### src/rtl/pwm_bank_pkg.sv
// pwm_bank_pkg: shared constants and helpers for the pwm_bank PWM block.
package pwm_bank_pkg;
    localparam int DT_W = 4;
    function automatic int period_sel(input int channels);
        return channels;
    endfunction
endpackage

### src/rtl/pwm_bank_channel.sv
// pwm_bank_channel: one PWM channel with shadow/active duty and offset, comparator and output stage.
// Dead-time insertion on out/out_n is built only when PWM_BANK_DEADTIME_EN is defined.
module pwm_bank_channel
    import pwm_bank_pkg::*;
#(
    parameter int WIDTH    = 8,
    parameter int DEADTIME = 2
) (
    input  logic             clk,
    input  logic             rst,
    input  logic             wr,
    input  logic [WIDTH-1:0] wr_duty,
    input  logic [WIDTH-1:0] wr_offset,
    input  logic             load,
    input  logic [WIDTH-1:0] cnt,
    input  logic [WIDTH-1:0] period,
    output logic             out,
    output logic             out_n
);
    if (DEADTIME < 1 || DEADTIME > 15) begin : g_bad_deadtime
        $error("DEADTIME out of range");
    end
    logic [WIDTH-1:0] sh_duty, sh_off, duty, off;
    logic [WIDTH:0] diff;
    logic raw;
    // distance from the offset, wrapped into the (period+1)-long cycle
    assign diff = (cnt >= off) ? {1'b0, cnt} - {1'b0, off}
                               : {1'b0, cnt} + {1'b0, period} + (WIDTH+1)'(1) - {1'b0, off};
    assign raw  = (off <= period) && (diff < {1'b0, duty});
    always_ff @(posedge clk or posedge rst) begin
        if (rst) begin
            sh_duty <= '0;
            sh_off  <= '0;
            duty    <= '0;
            off     <= '0;
        end else begin
            if (load) begin
                duty <= sh_duty;
                off  <= sh_off;
            end
            if (wr) begin
                sh_duty <= wr_duty;
                sh_off  <= wr_offset;
            end
        end
    end
`ifdef PWM_BANK_DEADTIME_EN
    logic raw_q;
    logic [DT_W-1:0] dt, run;
    // run = earlier consecutive cycles at the current raw level, saturating at DEADTIME
    assign run = (raw == raw_q) ? dt : '0;
    always_ff @(posedge clk or posedge rst) begin
        if (rst) begin
            raw_q <= 1'b0;
            dt    <= '0;
            out   <= 1'b0;
            out_n <= 1'b0;
        end else begin
            raw_q <= raw;
            dt    <= (raw != raw_q) ? DT_W'(1) : (dt == DT_W'(DEADTIME) ? dt : dt + DT_W'(1));
            out   <= raw && run >= DT_W'(DEADTIME);
            out_n <= !raw && run >= DT_W'(DEADTIME);
        end
    end
`else
    always_ff @(posedge clk or posedge rst) begin
        if (rst) out <= 1'b0;
        else     out <= raw;
    end
    assign out_n = 1'b0;
`endif
endmodule

### src/rtl/pwm_bank.sv
// pwm_bank: bank of PWM channels sharing one counter, with shadowed period/duty/offset applied at wrap on commit.
// Optional dead-time complementary outputs: define PWM_BANK_DEADTIME_EN.
module pwm_bank
    import pwm_bank_pkg::*;
#(
    parameter int CHANNELS       = 4,
    parameter int WIDTH          = 8,
    parameter int DEFAULT_PERIOD = 2**WIDTH-1,
    parameter int DEADTIME       = 2
) (
    input  logic                            clk,
    input  logic                            rst,
    input  logic                            wr_en,
    input  logic [$clog2(CHANNELS+1)-1:0]   wr_sel,
    input  logic [WIDTH-1:0]                wr_duty,
    input  logic [WIDTH-1:0]                wr_offset,
    input  logic                            commit,
    output logic                            commit_pending,
    output logic                            period_end,
    output logic [CHANNELS-1:0]             out,
    output logic [CHANNELS-1:0]             out_n
);
    localparam int SEL_W = $clog2(CHANNELS+1);
    logic [WIDTH-1:0] cnt, period, sh_period;
    logic wrap, load;
    assign wrap = cnt == period;
    // actives only change as cnt returns to 0, so a shorter period can never strand cnt
    assign load = wrap && (commit_pending || commit);
    always_ff @(posedge clk or posedge rst) begin
        if (rst) begin
            cnt            <= '0;
            period         <= WIDTH'(DEFAULT_PERIOD);
            sh_period      <= WIDTH'(DEFAULT_PERIOD);
            commit_pending <= 1'b0;
            period_end     <= 1'b0;
        end else begin
            cnt            <= wrap ? '0 : cnt + WIDTH'(1);
            period_end     <= wrap;
            commit_pending <= !wrap && (commit_pending || commit);
            if (load) period <= sh_period;
            if (wr_en && wr_sel == SEL_W'(period_sel(CHANNELS))) sh_period <= wr_duty;
        end
    end
    for (genvar g = 0; g < CHANNELS; g++) begin : g_ch
        pwm_bank_channel #(.WIDTH(WIDTH), .DEADTIME(DEADTIME)) u_ch (
            .clk      (clk),
            .rst      (rst),
            .wr       (wr_en && wr_sel == SEL_W'(g)),
            .wr_duty  (wr_duty),
            .wr_offset(wr_offset),
            .load     (load),
            .cnt      (cnt),
            .period   (period),
            .out      (out[g]),
            .out_n    (out_n[g])
        );
    end
endmodule

### config.mk
export PLATFORM = sky130hd
export DESIGN_NAME = pwm_bank
export DESIGN_NICKNAME = d
export VERILOG_FILES = /design/src/rtl/pwm_bank_pkg.sv /design/src/rtl/pwm_bank_channel.sv /design/src/rtl/pwm_bank.sv
export SDC_FILE = /design/constraint.sdc
export NUM_CORES = 1
export LEC_CHECK = 0
export ABC_AREA = 1
export BUFFER_PORTS_ARGS = -buffer_cell sky130_fd_sc_hd__buf_2
export CORE_MARGIN = 5
export CORE_UTILIZATION = 38
export DETAILED_ROUTE_END_ITERATION = 10
export HOLD_SLACK_MARGIN = 0.1
export SETUP_SLACK_MARGIN = 0.15
export SYNTH_ARGS = -nofsm -noshare
export SYNTH_HDL_FRONTEND = slang
export SYNTH_SLANG_ARGS = --single-unit
### constraint.sdc
create_clock -name clk -period 10.2 [get_ports clk]
set_input_delay 2.04 -clock clk [delete_from_list [all_inputs] [get_ports clk]]
set_output_delay 2.04 -clock clk [all_outputs]
set_load 0.02 [all_outputs]
# ---- After elaboration in Yosys (flattened, before gate mapping)
# Index checks and enable logic that the tools add are counted.
dict set report op_classes {
  n_addsub 11
  n_lt_le_gt_ge 12
  n_eq_ne 5
  mux 5
  reduce_logical 14
}
# operator count
set ops {}
lappend ops {{$lt A9 B8 Y1} 4}
lappend ops {{$mux W9} 4}
lappend ops {{$sub A8 B8 Y9} 4}
lappend ops {{$sub A9 B8 Y9} 4}
lappend ops {{$ge A8 B8 Y1} 4}
lappend ops {{$le A8 B8 Y1} 4}
lappend ops {{$logic_and A1 B1 Y1} 11}
lappend ops {{$add A8 B8 Y9} 1}
lappend ops {{$add A9 B1 Y9 const B} 1}
lappend ops {{$add A8 B1 Y8 const B} 1}
lappend ops {{$eq A8 B8 Y1} 1}
lappend ops {{$mux W8} 1}
lappend ops {{$eq A3 B2 Y1 const B} 2}
lappend ops {{$eq A3 B1 Y1 const B} 1}
lappend ops {{$eq A3 B3 Y1 const B} 1}
lappend ops {{$logic_not A3 Y1} 1}
lappend ops {{$logic_not A1 Y1} 1}
lappend ops {{$logic_or A1 B1 Y1} 1}
dict set report word_totals {
  regBits 158
  input_bits 23
  out_inout_bits 10
  elab_cells 72
}

# ---- Logic depth before layout (Yosys ltp)
# Gate-level depths: netlist of the first run.
dict set report depth {
  word_depth 6
  depth_mapped 25
  mapped_depth_nobuf 25
}

# ---- Cells and area by module
# From an unflattened synthesis of the first run, not the netlist that was laid out.
dict set report unflattened {
  hier_cells 1440
  area_unflattened_um2 12091.6
}
# module n_inst cells_each area_per_inst_um2 seq_area_each_um2
set by_module_without_submodules {}
lappend by_module_without_submodules {{pwm_bank_channel (g_ch[0].u_ch)} 1 323 2725.1 825.8}
lappend by_module_without_submodules {{pwm_bank_channel (g_ch[2].u_ch)} 1 324 2718.9 825.8}
lappend by_module_without_submodules {{pwm_bank_channel (g_ch[3].u_ch)} 1 331 2683.8 825.8}
lappend by_module_without_submodules {{pwm_bank_channel (g_ch[1].u_ch)} 1 324 2668.8 825.8}
lappend by_module_without_submodules {pwm_bank 1 138 1295.0 670.6}

# ---- Worst setup path before layout of the first run
# Ideal clock, no wire load.
dict set report synth_timing {
  path_kind {register -> register}
  startpoint {reg cnt[1]}
  endpoint {reg g_ch[1].u_ch.out}
  setup_ns 0.077
  t_arrival_ns 3.189
  required_ns 10.123
  slack_ns 6.934
  stages_incl_launch_ff 24
  path_buffers 0
  synth_period_minus_slack_ns 3.266
  path_cell_list {dfrtp_1 -> ha_1 -> nand3_1 -> nand2_1 -> a21oi_1 -> nor2_1 -> nor2_1 -> xor2_1 -> inv_1 -> ha_1 -> nand2_1 -> nor2_1 -> nand2_1 -> o211ai_1 -> xnor2_1 -> nand2_1 -> o21ai_0 -> inv_1 -> ha_1 -> inv_1 -> nor2_1 -> nor2_1 -> nand4_1 -> a21oi_1}
}
dict set report synth_via {
  elab_chain_cells 6
  elab_cells_between_ends 8
  classes_between {add/sub (4); order compare (2); mux (1); reduce/logical (1)}
}
# element line_no
set synth_rtl {}
lappend synth_rtl {{start, declared} pwm_bank.sv:24} ;# logic [WIDTH-1:0] cnt, period, sh_period;
lappend synth_rtl {{start signal, assigned} pwm_bank.sv:37} ;# cnt <= wrap ? '0 : cnt + WIDTH'(1);
lappend synth_rtl {{$add A8 B8 Y9} pwm_bank_channel.sv:28} ;# : {1'b0, cnt} + {1'b0, period} + (WIDTH+1)'(1) - {1'b0, off};
lappend synth_rtl {{$add A9 B1 Y9} pwm_bank_channel.sv:28}
lappend synth_rtl {{$sub A9 B8 Y9} pwm_bank_channel.sv:28}
lappend synth_rtl {{$mux W9 *} pwm_bank_channel.sv:27} ;# assign diff = (cnt >= off) ? {1'b0, cnt} - {1'b0, off}
lappend synth_rtl {{$lt A9 B8 Y1 *} pwm_bank_channel.sv:29} ;# assign raw = (off <= period) && (diff < {1'b0, duty});
lappend synth_rtl {{$logic_and A1 B1 Y1 *} pwm_bank_channel.sv:29}
lappend synth_rtl {{net g_ch[1].u_ch.raw} pwm_bank_channel.sv:25} ;# logic raw;
lappend synth_rtl {{end signal, assigned} pwm_bank_channel.sv:68} ;# else out <= raw;
lappend synth_rtl {{end, declared} pwm_bank_channel.sv:17} ;# output logic out,
# Mark *: on every way through the listed nets, which the timed path passes. The rest lies on a longest branch.
# A chain may end at the register's enable or synchronous reset.

# ---- Worst setup path after layout of the first run
dict set report layout_timing {
  startpoint {reg cnt[0]}
  endpoint {reg g_ch[1].u_ch.out}
}
# The elaborated chain is that of the path after synthesis.

==> results.py, run 1 <==
metrics = {
    "sta": {
        "setup_tns_ps": 0,
        "drv_slew": 0,
        "fin_crit_sh_pct": 40.2,
        "post-route-min-period_ps": 4100,
        "slew-limit-headroom_pct": 18.7,
        "worstMarginPinSlew_ps": 1220,
        "setup_viol_count_final": 0,
        "fin_worst_skew_ps": 10.4,
        "hold_viol_final": 0,
        "rsz0062_at_grt": "false",
        "max_freq_ghz": 0.244,
    },
    "placed_design": {
        "globalplace.congestion": 0.916,
        "postPlaceCellArea_um2": 11300,
        "portBuffers": 28,
        "hpwl_um": 21500,
    },
    "clock_network": {
        "cts.sinks": 158,
        "clkTransAtPathRegs_ps": 70,
        "root_buffer": "clkbuf_16",
        "cts_tree": "built",
        "h-tree-depth": 4,
        "cts_buffers": 17,
        "cts_setup_buffers": 0,
        "hold_buffers": 0,
        "cts_buffer_depth": 2,
        "post_cts_resized": 0,
        "insertion_delay_ps": 430,
    },
    "logic_synthesis": {
        "avgSynthCellArea_um2": 7.88,
        "synth.ff_latch_count": 158,
        "ys_types": 31,
        "netlist_instances": 1383,
        "yosys_warnings": 0,
        "async_flop_share_pct": 100,
        "synth.most_common_cell": "nand2_1",
        "synth-main-ff-cell": "dfrtp_1",
        "synth_edf_count": 0,
        "synth_top_area_share_pct": 32.6,
        "seq_area_frac_synth_pct": 36.5,
        "yosys.area.top_type": "dfrtp_1",
        "ys_top_cells_by_area": "dfrtp_1, ha_1, nand2_1",
        "netlist_area_um2": 10900,
        "synth_commonest_cells": "nand2_1, inv_1, a21oi_1",
    },
    "cells_and_area": {
        "fin_area_um2": 11900,
        "flow.area_growth_from_synthesis_pct": 8.82,
        "drive_gt1_share_pct": 6.23,
        "fill_cells": 2915,
        "diodes": 0,
        "final_nets": 1564,
    },
    "drt": {
        "wl_um": 29000,
        "first_pass_iters": 5,
        "final_antenna_net_count": 0,
        "viasPerCell": 4.95,
        "vias": 8885,
        "routedWlPerCell_um": 16.2,
        "drc": 0,
        "drt-initial-drc-count": 683,
    },
    "worst_hold_path": {
        "holdPathStages": 2,
        "hold_class": "reg2reg",
    },
    "global_routing": {
        "grt_max_degree": 84,
        "grt_pass1_wl_um": 45900,
        "track_usage_pct": 18.6,
        "grt.overflow.total": 0,
        "antenna_found_initial": 0,
        "grt_pass1_vias": 8223,
    },
    "floorplan": {
        "num_rows": 62,
        "die_x_um": 179,
        "dieHeight_um": 179,
        "start_util_pct": 38.3,
        "ios": 33,
        "core_um2": 28500,
        "dieArea_um2": 32200,
    },
    "critical_path": {
        "cp_max_fo": 5,
        "endpoint_kind": "register",
        "worstPathRequired_ps": 10550,
        "start_kind": "register",
        "cp_data_arrival_time_ps": 4460,
        "setup.worst_path.class": "reg2reg",
        "ff2ff_path_depth": 17,
    },
    "run": {
        "drv_cap": 0,
    },
    "pwr": {
        "leakagePower_nw": 6.46,
        "power-per-cell-area_nw_per_um2": 118,
        "ir_drop_v": 0.000100,
    },
    "outcome": {
        "status": "complete, no violations",
    },
}
path summary, 6_finish.rpt:
check | end | startpoint | slack (ps)
worst max-delay path | g_ch[1].u_ch.out$_DFF_PP0_ | cnt[0]$_DFF_PP0_ | 6100
worst max register to register | g_ch[1].u_ch.out$_DFF_PP0_ | cnt[0]$_DFF_PP0_ | 6100
max in group asynchronous | g_ch[0].u_ch.sh_duty[7]$_DFFE_PP0P_ | rst | 6950
worst min-delay path | g_ch[1].u_ch.sh_off[6]$_DFFE_PP0P_ | g_ch[1].u_ch.sh_off[6]$_DFFE_PP0P_ | 490
worst min register to register | g_ch[1].u_ch.sh_off[6]$_DFFE_PP0P_ | g_ch[1].u_ch.sh_off[6]$_DFFE_PP0P_ | 490
min in group asynchronous | g_ch[3].u_ch.sh_off[2]$_DFFE_PP0P_ | rst | 1760
cell type report:
class                   count  area [um2]  share of cell area, %
inverters                 181         684                   5.77
repair buffers             32         170                   1.44
clock inverters            14         111                  0.939
well taps                 384         480                   4.05
flip-flops and latches    158        3970                   33.5
multi-input cells        1009        6000                   50.6
clock buffers              18         439                   3.70
layout by cell type, fill, tap and decap left out, drive strengths merged, types with 4 or more instances in the layout:
cell type,netlist,layout
clkbuf,17,18
nand3b,6,6
conb,1,4
xnor2,15,15
a31oi,14,14
o21ai,102,102
xor2,28,28
nand3,58,58
nor3,5,5
a21o,4,4
o211ai,4,4
mux2i,10,10
clkinv,0,5
mux2,4,4
nor2,142,142
fa,9,9
inv,181,184
a21oi,151,151
dfrtp,142,142
dfstp,16,16
nand4,12,12
a211oi,4,4
clkinvlp,0,6
buf,21,32
nand2,297,297
ha,133,133
through the flow:
| step | cells | utilization, % | worst slack (ps) | hold WS, ps | power (mW) |
|---|---|---|---|---|---|
| finish | 1796 | 41.6 | 6100 | 487 | 1.40 |
| global route | 1796 | 41.6 | 5780 | 508 | 1.46 |
| CTS | 1796 | 41.6 | 6140 | 491 | 1.41 |
| detailed placement | 1764 | 39.7 | 6120 | 473 | 0.810 |
| global placement | 1764 | 39.7 | 6110 | 467 | 0.807 |
| floorplan | 1386 | - | 3920 | 453 | 0.771 |
cell families (layout without fill, tap and decap cells):
family	Yosys count	count (layout)	synth area share [%]
compound gates	284	284	13.6
buf+inv	219	245	8.66
simple gates	522	522	19.4
other cells	1	4	0.0344
mux	14	14	1.47
xor+xnor	43	43	3.46
flops	158	158	36.5
fa+ha+maj	142	142	16.9
routing by layer:
metal / vias up / wire, um / global-route usage [%]
met1: 4072 / 14700 / 28.2
met2: 205 / 12400 / 27.9
met3: 31 / 1340 / 2.47
met4: 0 / 598 / 5.08
li1: 4577 / - / -
met5: - / 0 / 0
report_power, final:
| group | internal (mW) | total (mW) | switching [mW] |
|---|---|---|---|
| sequential | 0.685 | 0.723 | 0.0389 |
| clock | 0.321 | 0.603 | 0.283 |
| combinational | 0.0254 | 0.0746 | 0.0492 |
| total | 1.03 | 1.40 | 0.371 |
critical path, cell delays in order, from the launching register on:
cell and delay, ps:
dfrtp_1 410, inv_1 270, ha_1 200, inv_1 60
fa_1 720, inv_1 310, fa_1 510, nand3b_1 180
nand2_1 160, a31oi_1 110, xor2_1 200, mux2i_1 110
ha_1 310, a21oi_1 150, nor2_1 50, nor2_1 80
nand4_1 90, a21oi_1 120
state kept, by name, summed over array words and instances (netlist names):
name,count
cnt,8
g_ch.u_ch.out,4
g_ch.u_ch.sh_off,32
sh_period,8
g_ch.u_ch.off,32
g_ch.u_ch.duty,32
commit_pending,1
g_ch.u_ch.sh_duty,32
period_end,1
period,8
(Power assumes the default switching activity.)
==> run 2, diff against run 1 <==
clock period = 3.7 ns   (was 10.2 ns; I/O delays follow)
==> run 2 against run 1 <==
  * Hold slack worse by 2.2 ps
  * Non-clock buffer count up 34
  * Sequential share of layout area down 2.1 points
  * Die area unchanged
  * Register-to-register slack worse by 5900 ps
  * Maximum frequency up 18%
  * Sequential power rose to 2.7 times the previous value
  * Final cell count up 1.9%
  * Wire length up 4.0%
  * Combinational power rose to 2.8 times the previous value
  * Power rose to 2.9 times the previous value
  * Setup slack worse by 5900 ps
  * Largest cell class unchanged
  * Largest power group unchanged
==> results.py, run 2 (synthesis gave the netlist of run 1 again) <==
metrics = {
    "sta": {
        "hold_viol_final": 0,
        "setup_viol_count_final": 0,
        "post-route-min-period_ps": 3480,
        "worstMarginPinSlew_ps": 988,
        "fin_worst_skew_ps": 8.59,
        "drv_slew": 0,
        "rsz0062_at_grt": "true",
        "fin_crit_sh_pct": 93.9,
        "max_freq_ghz": 0.288,
        "slew-limit-headroom_pct": 34.0,
        "holdWs_ps": 485,
    },
    "pwr": {
        "power_switching_mw": 0.953,
        "sequentialPowerShare_pct": 48.3,
        "sw_frac_of_total_pct": 23.4,
        "leakagePower_nw": 6.70,
        "ir_drop_v": 0.000301,
        "p_int_mw": 3.12,
        "power-per-cell-area_nw_per_um2": 323,
        "power_frac_comb_pct": 5.2,
        "clkPwrFrac_pct": 46.5,
    },
    "clock_network": {
        "root_buffer": "clkbuf_16",
        "cts_tree": "built",
        "h-tree-depth": 4,
        "cts.sinks": 158,
        "cts_buffer_depth": 2,
        "clkTransAtPathRegs_ps": 70,
        "insertion_delay_ps": 430,
        "cts_buffers": 17,
    },
    "run": {
        "drv_cap": 0,
    },
    "drt": {
        "drt-initial-drc-count": 762,
        "drc": 0,
        "final_antenna_net_count": 0,
        "vias": 9276,
        "first_pass_iters": 5,
        "viasPerCell": 5.07,
        "routedWlPerCell_um": 16.5,
        "wl_um": 30200,
    },
    "placed_design": {
        "globalplace.congestion": 0.879,
        "hpwl_um": 21200,
        "portBuffers": 28,
    },
    "critical_path": {
        "cp_max_fo": 6,
        "worstPathRequired_ps": 4060,
        "endpoint_kind": "register",
        "start_kind": "register",
        "cp_data_arrival_time_ps": 3830,
        "setup.worst_path.class": "reg2reg",
    },
    "cells_and_area": {
        "drive_gt1_share_pct": 12.2,
        "flow.area_growth_from_synthesis_pct": 16.0,
        "final_common_cell": "nand2_1",
        "final_nets": 1598,
        "final_cell_mix": "nand2_1, inv_1, a21oi_1",
        "fill_cells": 2816,
        "diodes": 0,
        "utilization_pct": 44.4,
    },
    "floorplan": {
        "num_rows": 62,
        "start_util_pct": 38.3,
        "dieHeight_um": 179,
        "die_x_um": 179,
        "dieArea_um2": 32200,
        "ios": 33,
        "core_um2": 28500,
    },
    "global_routing": {
        "grt_max_degree": 159,
        "track_usage_pct": 19.0,
        "antenna_found_initial": 0,
        "grt.overflow.total": 0,
        "grt_pass1_vias": 8623,
        "grt_pass1_wl_um": 47000,
    },
    "outcome": {
        "status": "complete, no violations",
    },
    "worst_hold_path": {
        "hold_class": "reg2reg",
    },
}
==> run 2: critical path, cell delays in order, from the launching register on <==
cell,delay [ps]
dfstp_2,540
ha_1,310
a21oi_1,320
nand2_4,140
buf_12,150
xor2_4,140
buf_4,180
ha_4,290
nand2_1,80
nor2_1,120
nand2_1,60
o211ai_1,100
xnor2_1,140
nand2_1,60
nand2_1,60
inv_1,40
ha_1,270
inv_1,60
nor2_1,40
nor2_1,80
nand4_1,100
a21oi_1,120
==> run 2: routing by layer <==
metal / share of wire (%) / up-vias / wire length, um / GRT usage [%]
met5: 0 / - / 0 / 0
met4: 1.7 / 0 / 514 / 5.17
met3: 5.6 / 40 / 1690 / 3.06
met2: 44 / 273 / 13300 / 29.0
met1: 49 / 4341 / 14700 / 27.9
li1: - / 4622 / - / -
==> run 2: power groups by stage <==
stage,Combinational [mW],Clock (mW),Sequential (mW)
after floorplan,0.152,0,1.98
after global placement,0.209,0,1.99
after detailed placement,0.218,0,1.99
after CTS,0.218,1.92,1.96
after global routing,0.255,1.99,1.99
final,0.212,1.90,1.97
==> run 2: final cells by class <==
cell class	instances	area (um2)	area share, %
Clock buffer	21	460	3.64
Timing Repair Buffer	66	483	3.82
Multi-Input combinational cell	1009	6390	50.6
Tap cell	384	480	3.80
Sequential cell	158	3970	31.4
Clock inverter	11	165	1.31
Inverter	181	683	5.41
==> run 2: path summary, 6_finish.rpt <==
path	from	to	slack [ps]	cells after the start
setup / recovery	period[3]$_DFFE_PP1P_	g_ch[0].u_ch.out$_DFF_PP0_	220	21
hold / removal	g_ch[3].u_ch.sh_duty[7]$_DFFE_PP0P_	g_ch[3].u_ch.sh_duty[7]$_DFFE_PP0P_	480	2
setup reg to reg	period[3]$_DFFE_PP1P_	g_ch[0].u_ch.out$_DFF_PP0_	220	21
hold reg to reg	g_ch[3].u_ch.sh_duty[7]$_DFFE_PP0P_	g_ch[3].u_ch.sh_duty[7]$_DFFE_PP0P_	480	2
max in group asynchronous	rst	g_ch[2].u_ch.duty[2]$_DFFE_PP0P_	2540	3
min in group asynchronous	rst	g_ch[0].u_ch.sh_duty[2]$_DFFE_PP0P_	530	3
==> run 2: stage by stage <==
step	cell area (um2)	setup slack, ps	cells	TNS (ps)	power (mW)
finish	12600	225	1830	0	4.08
global route	12600	7.95	1830	0	4.23
CTS	12100	87.7	1816	0	4.10
detailed placement	11500	-54.4	1783	-114	2.21
global placement	11500	-4.69	1783	-4.69	2.20
floorplan	10900	434	1386	0	2.13
==> run 2: repair_timing <==
item	CTS	global route
gates resized for setup	6	68
pin swaps	2	34
endpoints found under the setup margin	4	4
endpoints found under the hold margin	0	0
buffers inserted	1	14
hold buffers	0	0
==> run 3, diff against run 2 <==
CORE_ASPECT_RATIO = 1.75   (was not set)
CTS_CLUSTER_DIAMETER = 40   (was not set)
==> run 3 against run 2 <==
  * Critical path type unchanged
  * Clock skew up 2.1 ps
  * First-iteration DRC count shrank 41%
  * Critical path depth did not move
  * Largest cell class unchanged
  * Sequential cell count unchanged
  * Highest routed layer unchanged
  * Critical endpoint unchanged
  * Count of clock-buffer cells in the layout rose by 1
==> results.py, run 3 (synthesis gave the netlist of run 1 again) <==
metrics = {
    "outcome": {
        "status": "complete, no violations",
    },
    "clock_network": {
        "cts_buffers": 17,
        "clkTransAtPathRegs_ps": 70,
        "insertion_delay_ps": 450,
        "root_buffer": "clkbuf_16",
        "cts_buffer_depth": 2,
        "h-tree-depth": 4,
        "cts.sinks": 158,
        "cts_tree": "built",
    },
    "cells_and_area": {
        "final_common_cell": "nand2_1",
        "final_cell_mix": "nand2_1, inv_1, a21oi_1",
        "fill_cells": 2902,
        "drive_gt1_share_pct": 13.0,
        "flow.area_growth_from_synthesis_pct": 16.4,
        "diodes": 0,
        "final_nets": 1605,
        "utilization_pct": 44.5,
    },
    "pwr": {
        "power_switching_mw": 0.973,
        "sequentialPowerShare_pct": 49.4,
        "sw_frac_of_total_pct": 24.4,
        "clkPwrFrac_pct": 45.1,
        "leakagePower_nw": 6.73,
        "p_int_mw": 3.01,
        "power-per-cell-area_nw_per_um2": 314,
        "ir_drop_v": 0.000503,
        "power_frac_comb_pct": 5.4,
    },
    "critical_path": {
        "cp_data_arrival_time_ps": 3920,
        "worstPathRequired_ps": 4070,
        "crit_family": "adder cells",
        "path_cells": "ha_4 -> a21oi_2 -> nand2_2 -> a21oi_2 -> nor2_1 -> nor2_1 -> xor2_1 -> inv_2 -> buf_6 -> ha_4 -> nand2_2 -> nand2_2 -> a31oi_1 -> xor2_1 -> mux2i_1 -> ha_1 -> a21oi_2 -> nor2_1 -> nor2_1 -> nand4_1 -> a21oi_1",
        "start_kind": "register",
        "setup.worst_path.class": "reg2reg",
        "critPathBufInv": 2,
        "cp_max_fo": 5,
        "cp_common_cell": "nor2_1",
        "slowest_delay_ps": 570,
        "endpoint_kind": "register",
        "crit_path_top_delay_cell": "dfstp_2",
    },
    "global_routing": {
        "grt_pass1_vias": 9044,
        "grt.overflow.total": 0,
        "antenna_found_initial": 0,
        "track_usage_pct": 20.2,
        "grt_max_degree": 58,
        "grt_pass1_wl_um": 49100,
    },
    "drt": {
        "first_pass_iters": 6,
        "final_antenna_net_count": 0,
        "drc": 0,
        "vias": 9281,
        "wl_um": 31600,
        "viasPerCell": 5.07,
        "drt-initial-drc-count": 451,
        "routedWlPerCell_um": 17.2,
    },
    "sta": {
        "setup_tns_ps": 0,
        "fin_crit_sh_pct": 95.9,
        "hold_viol_final": 0,
        "worstMarginPinSlew_ps": 1030,
        "rsz0062_at_grt": "true",
        "slew-limit-headroom_pct": 31.3,
        "post-route-min-period_ps": 3550,
        "drv_slew": 0,
        "fin_worst_skew_ps": 10.7,
        "max_freq_ghz": 0.282,
        "setup_viol_count_final": 0,
    },
    "placed_design": {
        "portBuffers": 28,
        "hpwl_um": 23700,
        "globalplace.congestion": 0.890,
    },
    "floorplan": {
        "dieArea_um2": 32300,
        "start_util_pct": 38.2,
        "core_um2": 28500,
        "ios": 33,
        "die_x_um": 138,
        "dieHeight_um": 234,
        "num_rows": 82,
    },
    "run": {
        "drv_cap": 0,
    },
    "worst_hold_path": {
        "hold_class": "in2async",
    },
}
==> run 3: cell count changes in the layout (fill, tap and decap cells not counted), sizes merged <==
| cell | delta |
|---|---|
| inv | +6 |
| clkinvlp | -3 |
| clkinv | -1 |
| bufinv | -3 |
| buf | +7 |
| clkbuf | +1 |
==> run 3: repair_timing <==
action / CTS / global route
hold buffers: 0 / 0
setup endpoints to repair: 4 / 4
buffers inserted: 4 / 12
pin swaps: 3 / 34
hold endpoints to repair: 0 / 0
gates resized for setup: 16 / 62
gates cloned: 0 / 0
==> run 3: metrics by stage <==
step           setup WS (ps)  area [um2]  hold slack [ps]  power, mW  cells
6_report                 150       12700              481       3.98   1831
3_5_place_dp           -98.0       11500              473       2.22   1783
5_1_grt                -48.5       12700              501       4.14   1831
3_3_place_gp           -27.7       11500              468       2.21   1783
4_1_cts                  133       12300              488       4.03   1819
2_1_floorplan            434       10900              453       2.13   1386
==> run 3: layer usage <==
| metal | part of all wire (%) | track usage (%) | vias up |
|---|---|---|---|
| met3 | 3.2 | 2.53 | 78 |
| met5 | 0 | 0 | - |
| li1 | - | - | 4637 |
| met2 | 50 | 35.0 | 222 |
| met1 | 41 | 24.0 | 4344 |
| met4 | 5.8 | 11.3 | 0 |
==> run 3: area by class of cell <==
type | instances | area, um2 | area share (%)
clock buffers | 22 | 507 | 4.00
clock inverters | 10 | 93.8 | 0.740
well taps | 378 | 473 | 3.73
inverters | 181 | 686 | 5.41
repair buffers | 73 | 556 | 4.38
multi-input cells | 1009 | 6390 | 50.4
flip-flops and latches | 158 | 3970 | 31.3
==> run 3: power by group through the flow <==
stage	combinational (mW)	clock [mW]	sequential, mW
floorplan	0.152	0	1.98
global placement	0.216	0	1.99
detailed placement	0.223	0	2.00
CTS	0.224	1.84	1.97
global route	0.259	1.90	1.99
finish	0.217	1.80	1.97
==> run 3: path summary, 6_finish.rpt <==
path,startpoint,endpoint,slack (ps),depth (start not counted)
setup / recovery,period[2]$_DFFE_PP1P_,g_ch[0].u_ch.out$_DFF_PP0_,150,21
hold / removal,rst,g_ch[1].u_ch.sh_off[5]$_DFFE_PP0P_,480,2
setup reg to reg,period[2]$_DFFE_PP1P_,g_ch[0].u_ch.out$_DFF_PP0_,150,21
hold reg to reg,g_ch[2].u_ch.sh_off[2]$_DFFE_PP0P_,g_ch[2].u_ch.sh_off[2]$_DFFE_PP0P_,490,2
max in group asynchronous,rst,period[0]$_DFFE_PP1P_,2340,3
min in group clk,g_ch[2].u_ch.sh_off[2]$_DFFE_PP0P_,g_ch[2].u_ch.sh_off[2]$_DFFE_PP0P_,490,2
==> run 3: worst reg2reg max path: cells and delay by family (launching register included) <==
kind / cells / cell delay, ps
AOI/OAI and AO/OA: 5 / 750
xor gates and xnor gates: 2 / 360
adders and majority gates: 3 / 780
buffers and inverters: 2 / 300
DFF: 1 / 570
muxes: 1 / 100
and+or+nand+nor: 8 / 620
